--- config.mk ---
export PLATFORM = sky130hd
export DESIGN_NAME = bcd_adder_flat
export DESIGN_NICKNAME = d
export VERILOG_FILES = /design/src/rtl/bcd_adder_if.sv /design/src/rtl/bcd_adder.sv /design/src/flat_wrapper.sv
export SDC_FILE = /design/constraint.sdc
export NUM_CORES = 1
export LEC_CHECK = 0
export ABC_AREA = 1
export CORE_UTILIZATION = 38
export DETAILED_ROUTE_END_ITERATION = 10
export PLACE_DENSITY = 0.77
export SLEW_MARGIN = 20
export SYNTH_ARGS = -nofsm -noshare
export SYNTH_HDL_FRONTEND = slang
export SYNTH_SLANG_ARGS = --single-unit
--- constraint.sdc ---
create_clock -name clk -period 2.3 [get_ports clk]
set_input_delay 0.46 -clock clk [delete_from_list [all_inputs] [get_ports clk]]
set_output_delay 0.46 -clock clk [all_outputs]
set_load 0.02 [all_outputs]
--- src/rtl/bcd_adder_if.sv ---
// Operand/result bundle for bcd_adder: the requester drives operands, the adder
// returns the registered sum, carry, error flag and a one-cycle valid pulse.
interface bcd_adder_if #(
  parameter int DIGITS = 1
);
  logic                  in_valid;
  logic [4*DIGITS-1:0]   A;
  logic [4*DIGITS-1:0]   B;
  logic                  Cin;
  logic [4*DIGITS-1:0]   S;
  logic                  Cout;
  logic                  out_valid;
  logic                  err;

  modport master (
    output in_valid, A, B, Cin,
    input  S, Cout, out_valid, err
  );

  modport slave (
    input  in_valid, A, B, Cin,
    output S, Cout, out_valid, err
  );
endinterface

--- src/rtl/bcd_adder.sv ---
// Registered packed-BCD adder: digit-serial ripple with +6 decimal correction,
// one cycle from operand acceptance to result, non-BCD input digits flagged.
module bcd_adder #(
  parameter int DIGITS = 1
) (
  input  logic       clk,
  input  logic       rst,
  bcd_adder_if.slave bus
);

  logic [4*DIGITS-1:0] sum_c;
  logic                cout_c;
  logic                err_c;
  logic                carry;
  logic [3:0]          a_d;
  logic [3:0]          b_d;
  logic [4:0]          raw;

  // NOTE: every variable gets a default at the top of always_comb so that no
  // path leaves it unassigned, which would otherwise infer a latch.
  always_comb begin
    sum_c  = '0;
    carry  = bus.Cin;
    err_c  = 1'b0;
    a_d    = '0;
    b_d    = '0;
    raw    = '0;
    for (int i = 0; i < DIGITS; i++) begin
      a_d = bus.A[4*i +: 4];
      b_d = bus.B[4*i +: 4];
      raw = {1'b0, a_d} + {1'b0, b_d} + {4'b0000, carry};
      // Correction applies even to non-BCD digits so the result stays deterministic.
      if (raw > 5'd9) begin
        sum_c[4*i +: 4] = 4'(raw + 5'd6);
        carry           = 1'b1;
      end else begin
        sum_c[4*i +: 4] = raw[3:0];
        carry           = 1'b0;
      end
      if ((a_d > 4'd9) || (b_d > 4'd9)) begin
        err_c = 1'b1;
      end
    end
    cout_c = carry;
  end

  // NOTE: sequential state uses non-blocking assignments so every register
  // samples pre-edge values, independent of statement order.
  always_ff @(posedge clk) begin
    if (rst) begin
      bus.S         <= '0;
      bus.Cout      <= 1'b0;
      bus.err       <= 1'b0;
      bus.out_valid <= 1'b0;
    end else begin
      bus.out_valid <= bus.in_valid;
      if (bus.in_valid) begin
        bus.S    <= sum_c;
        bus.Cout <= cout_c;
        bus.err  <= err_c;
      end
    end
  end

endmodule

--- src/flat_wrapper.sv ---
// flat-port wrapper written by rule: the top's interface ports become plain ports
module bcd_adder_flat 
#(
  parameter int DIGITS = 1
)
  (clk, rst, bus_in_valid, bus_A, bus_B, bus_Cin, bus_S, bus_Cout, bus_out_valid, bus_err);
  bcd_adder_if #(.DIGITS(DIGITS)) bus_i ();
  input  logic clk;
  input  logic rst;
  input wire logic [$bits(bus_i.in_valid)-1:0] bus_in_valid;
  input wire logic [$bits(bus_i.A)-1:0] bus_A;
  input wire logic [$bits(bus_i.B)-1:0] bus_B;
  input wire logic [$bits(bus_i.Cin)-1:0] bus_Cin;
  output wire logic [$bits(bus_i.S)-1:0] bus_S;
  output wire logic [$bits(bus_i.Cout)-1:0] bus_Cout;
  output wire logic [$bits(bus_i.out_valid)-1:0] bus_out_valid;
  output wire logic [$bits(bus_i.err)-1:0] bus_err;
  assign bus_i.in_valid = bus_in_valid;
  assign bus_i.A = bus_A;
  assign bus_i.B = bus_B;
  assign bus_i.Cin = bus_Cin;
  assign bus_S = bus_i.S;
  assign bus_Cout = bus_i.Cout;
  assign bus_out_valid = bus_i.out_valid;
  assign bus_err = bus_i.err;
  bcd_adder #(.DIGITS(DIGITS)) u_core (.clk(clk), .rst(rst), .bus(bus_i));
endmodule
---- Word level (Yosys, flattened, before mapping) ----
Index checks and enable logic that the tools add are counted.
storage, ports and cells
  flip-flop bits (word level) ............. 7
  output and inout bits ................... 7
operators by class
  $add $sub $neg .......................... 3
  magnitude comparators ................... 3
  mux-type cells .......................... 3
  reduce and logical (&&, ||, !) cells .... 1
operator list
  operator                                            number
  > comparator 4 bit, second input constant           2
  adder 4 x 4 -> 5 bit                                1
  adder 5 x 1 -> 5 bit                                1
  > comparator 5 x 4 -> 1 bit, second input constant  1
  adder 4 x 3 -> 4 bit, second input constant         1
  2-to-1 mux 4 bit                                    1
  2-to-1 mux 1 bit                                    2
  logical OR 1 bit                                    1

---- Longest topological paths before layout ----
Gate-level depths: netlist of run 1.
  depth after elaboration ................. 4
  mapped depth ............................ 12
  depth with buffers taken out ............ 12

---- Worst setup path before layout of run 1 ----
Ideal clock, no wire load.
  kind .................................... input -> register
  start ................................... in bus_Cin
  end ..................................... reg u_core.bus.S[3]
  library setup time ...................... 122 ps
  data arrival time ....................... 2,130 ps
  data required time ...................... 2,178 ps
  slack ................................... 48 ps
  stages on the path ...................... 10
  cells stage by stage .................... fa_1 fa_1 inv_1 ha_1 a21oi_2 nand2_2 nand2_2 nand3_1 nand2_1 a21oi_2
on the way
  longest elaborated chain between the ends .. 3
RTL lines
  item                                                                        line                              RTL
  start, declared                                                             flat_wrapper.sv:13                input wire logic [$bits(bus_i.Cin)-1:0] bus_Cin;
  adder 5 x 1 -> 5 bit (*)                                                    bcd_adder.sv:31                   raw = {1'b0, a_d} + {1'b0, b_d} + {4'b0000, carry};
  adder 4 x 3 -> 4 bit / > comparator 5 x 4 -> 1 bit (equally long branches)  bcd_adder.sv:34, bcd_adder.sv:33
  2-to-1 mux 4 bit (*)                                                        bcd_adder.sv:33                   if (raw > 5'd9) begin
  end signal, assigned                                                        bcd_adder.sv:58                   bus.S <= sum_c;
  end, declared                                                               bcd_adder_if.sv:22                output S, Cout, out_valid, err
Mark *: on every way between the ends. The rest lies on a longest branch, timed or not.
A chain may end at the register's enable or synchronous reset.

---- Worst setup path after layout of run 1 ----
Same ends and word-level chain as after synthesis.

==> results of run 1 <==
## state kept, by name, summed over array words and instances (netlist names)
signal,cells
u_core.bus.S,4
u_core.bus.Cout,1
u_core.bus.err,1
u_core.bus.out_valid,1
## cell families after synthesis
kind of cell,count (synthesis),share of synthesized area [%]
buffers and inverters,12,10.6
and+or+nand+nor,27,24.9
DFF,7,27.1
AOI/OAI and AO/OA,15,20.1
adders and majority gates,6,17.4
## layout make-up
type / instances / area share [%]
multi-input cells: 48 / 42.6
repair buffers: 26 / 29.4
flip-flops and latches: 7 / 17.4
inverters: 11 / 5.13
clock buffers: 4 / 3.27
well taps: 14 / 2.18
## per-stage QoR
stage / total power [mW] / TNS, ns / hold slack [ns] / util (%)
after floorplan: 0.256 / 0 / 0.522 / -
after global placement: 0.334 / -1.46 / 0.468 / 63.6
after detailed placement: 0.339 / -1.64 / 0.474 / 63.6
after CTS: 0.456 / 0 / 0.480 / 67.2
after global routing: 0.495 / -0.0460 / 0.505 / 67.8
final: 0.463 / 0 / 0.483 / 67.8
## cells in the mapped netlist
master	n
dfxtp_1	7
inv_1	10
nand2_2	5
a21oi_2	3
ha_1	4
nand3_1	7
a31oi_1	1
clkbuf_8	1
o211ai_1	1
a21oi_1	2
inv_2	1
o21ai_0	6
nand2_1	9
o21bai_1	1
fa_1	2
a21oi_4	1
nand3_2	1
nor2_1	5
## worst max path at each step
stage,start,end,slack [ns],cells after the start
global route,bus_Cin,u_core.bus.S[3],-0.04,11
detailed placement,bus_Cin,u_core.bus.S[3],-0.46,12
global placement,bus_Cin,u_core.bus.S[2],-0.40,12
floorplan,bus_Cin,u_core.bus.S[3],0.05,10
CTS,bus_A[0],u_core.bus.S[3],0.06,11
finish,bus_Cin,u_core.bus.S[3],0.06,11
## repair_timing
action                                  in CTS  in global routing
endpoints found under the setup margin       4                  2
pin swaps                                    4                  2
gates resized for setup                      7                  2
buffers inserted                             1                  0
cloned                                       0                  0
hold endpoints to repair                     0                  0
hold buffers                                 0                  0
## worst register-to-register path: cells and delay by family, from the launching register on
kind            cells  cell delay [ns]
buf+inv             1             0.06
flops               1             0.31
compound gates      1             0.08
simple gates        2             0.13
## power breakdown
part | internal, mW | total (mW) | switching, mW | leakage [nW]
clock network | 0.0664 | 0.114 | 0.0476 | 0.0150
registers | 0.134 | 0.139 | 0.00511 | 0.0582
logic | 0.101 | 0.210 | 0.108 | 0.306
## routing by layer
layer / vias up / wire length (µm) / global-route usage [%]
met1: 248 / 496 / 20.0
met5: - / 0 / 0
met2: 16 / 690 / 38.8
met3: 2 / 48 / 8.67
li1: 278 / - / -
met4: 0 / 6 / 7.76
==> results_dict.tcl, run 1 <==
set metrics [dict create \
    design_area_um2 805 \
    critical_path_arrival_ns 2.37 \
    skew_ns 0 \
    slew-limit-headroom_pct 73.5 \
    n_fill_cell 114 \
    final_common_cell "clkdlybuf4s50_1" \
    layout_common_cells "clkdlybuf4s50_1, inv_1, nand2_1, buf_4, dfxtp_1" \
    drc 0 \
    ys_seq_area_share_pct 27.1 \
    clock-sinks 7 \
    detail-route-antenna-nets 0 \
    synth_area_leaders "dfxtp_1, ha_1, fa_1" \
    crit_fanout 4 \
    leakagePower_nw 0.379 \
    final_nets 115 \
    critPathRequiredTime_ns 2.43 \
    h-tree-depth 1 \
    antenna_found_initial 0 \
    crit_chain "dlygate4sd2_1, fa_2, fa_2, inv_1, ha_2, a21oi_2, nand2_2, nand2_4, nand3_2, nand2_2, a21oi_2" \
    ff2ff_setup_slack_ns 1.62 \
    status "finished clean" \
    drive_gt1_share_pct 28.1 \
    instances_no_fill 110 \
    hold_viol 0 \
    drtIter0Drc 6 \
    routed-via-count 544 \
    core-area_um2 1190 \
    crit_path_end_kind "flip-flop" \
    crit_buf_inv 2 \
    layout.area.seq_um2 140 \
    fmax_mhz 447 \
    drv_slew 0 \
    die-width_um 38.9 \
    gp_congestion 0.733 \
    clk_latency_ns 0.25 \
    overflow 0 \
    synth_top_area_cell "dfxtp_1" \
    min_to "u_core.bus.S[2]" \
    finalCritPeriodShare_pct 97.2 \
    preCtsSetupSlack_ns -0.461 \
    row_count 12 \
    min_path_cells 2 \
    dpl_cell_area_um2 754 \
    path_delay_family "adder cells" \
    syn_nets 85 \
    grt_pass1_wl_mm 2.06 \
    hold_path.class "reg2reg" \
    grt_max_degree 12 \
    max_cap_viol_count 0 \
    via_per_inst 4.95 \
    root_buffer "clkbuf_4" \
    finalWirelength_mm 1.24 \
    syn_inst 67 \
    synth_warnings 0 \
    ys_ff_latch 7 \
    path_clk_slew_ns 0.05 \
    hp-start "u_core.bus.S[2]" \
    cts_buffers 3 \
    dp_hpwl_um 983 \
    r2r_start "u_core.bus.Cout" \
    ioPinCount 19 \
    dr.pass1.iters 4 \
    die_area_um2 1510 \
    yosys.area.top_type_share_pct 27.1 \
    antenna_cells 0 \
    crit_slowest_cell "fa_2" \
    portBuffers 18 \
    tightest_slew_ns 0.396 \
    cts_buffer_depth 2 \
    p_per_area_nw_per_um2 575 \
    fp.dieH_um 38.9 \
    cts_tree "built" \
    avgSynthCellArea_um2 7.73 \
    syn_to_final_growth_pct 55.3 \
    ff2ff_path_depth 4 \
    synthesis.area_um2 518 \
    wl_per_cell_um 11.3 \
    path_class "in2reg" \
    synth_cell_types 18 \
    grt_pass1_vias 529 \
    multi_input_area_um2 343 \
    initial_core_util_pct 43.7 \
    ir_drop_mv 0.356 \
    crit-reg2reg-capture "u_core.bus.Cout" \
    crit_path_max_incr_delay_ns 0.54 \
    finalCriticalPeriod_ns 2.24 \
    setup_viol 0 \
    worst_slack_ns 0.0644 \
    dp.cells 105 \
    grt.total_usage_pct 20.9 \
    start_kind "input pin" \
]
Power figures use the tool's default switching activity.
==> run 2: changes to the inputs <==
--- a/config.mk
+++ b/config.mk
@@ -8,8 +8,9 @@
 export ABC_AREA = 1
 export CORE_UTILIZATION = 38
 export DETAILED_ROUTE_END_ITERATION = 10
+export MAX_ROUTING_LAYER = met4
 export PLACE_DENSITY = 0.77
-export SLEW_MARGIN = 20
 export SYNTH_ARGS = -nofsm -noshare
 export SYNTH_HDL_FRONTEND = slang
 export SYNTH_SLANG_ARGS = --single-unit
+export TNS_END_PERCENT = 1
==> results of run 2 <==
Same layout as run 1: the final DEF is identical, and so are final timing and power.
Among the figures that moved: final weighted congestion in routability-driven placement 0.733 -> 0.742; wire length of the first global-routing pass 2060 µm -> 2050 µm; via count of the first global-routing pass 529 -> 530; overall routing resource usage 20.9% -> 21.4%; violation count after the first detailed-route iteration 6 -> 4
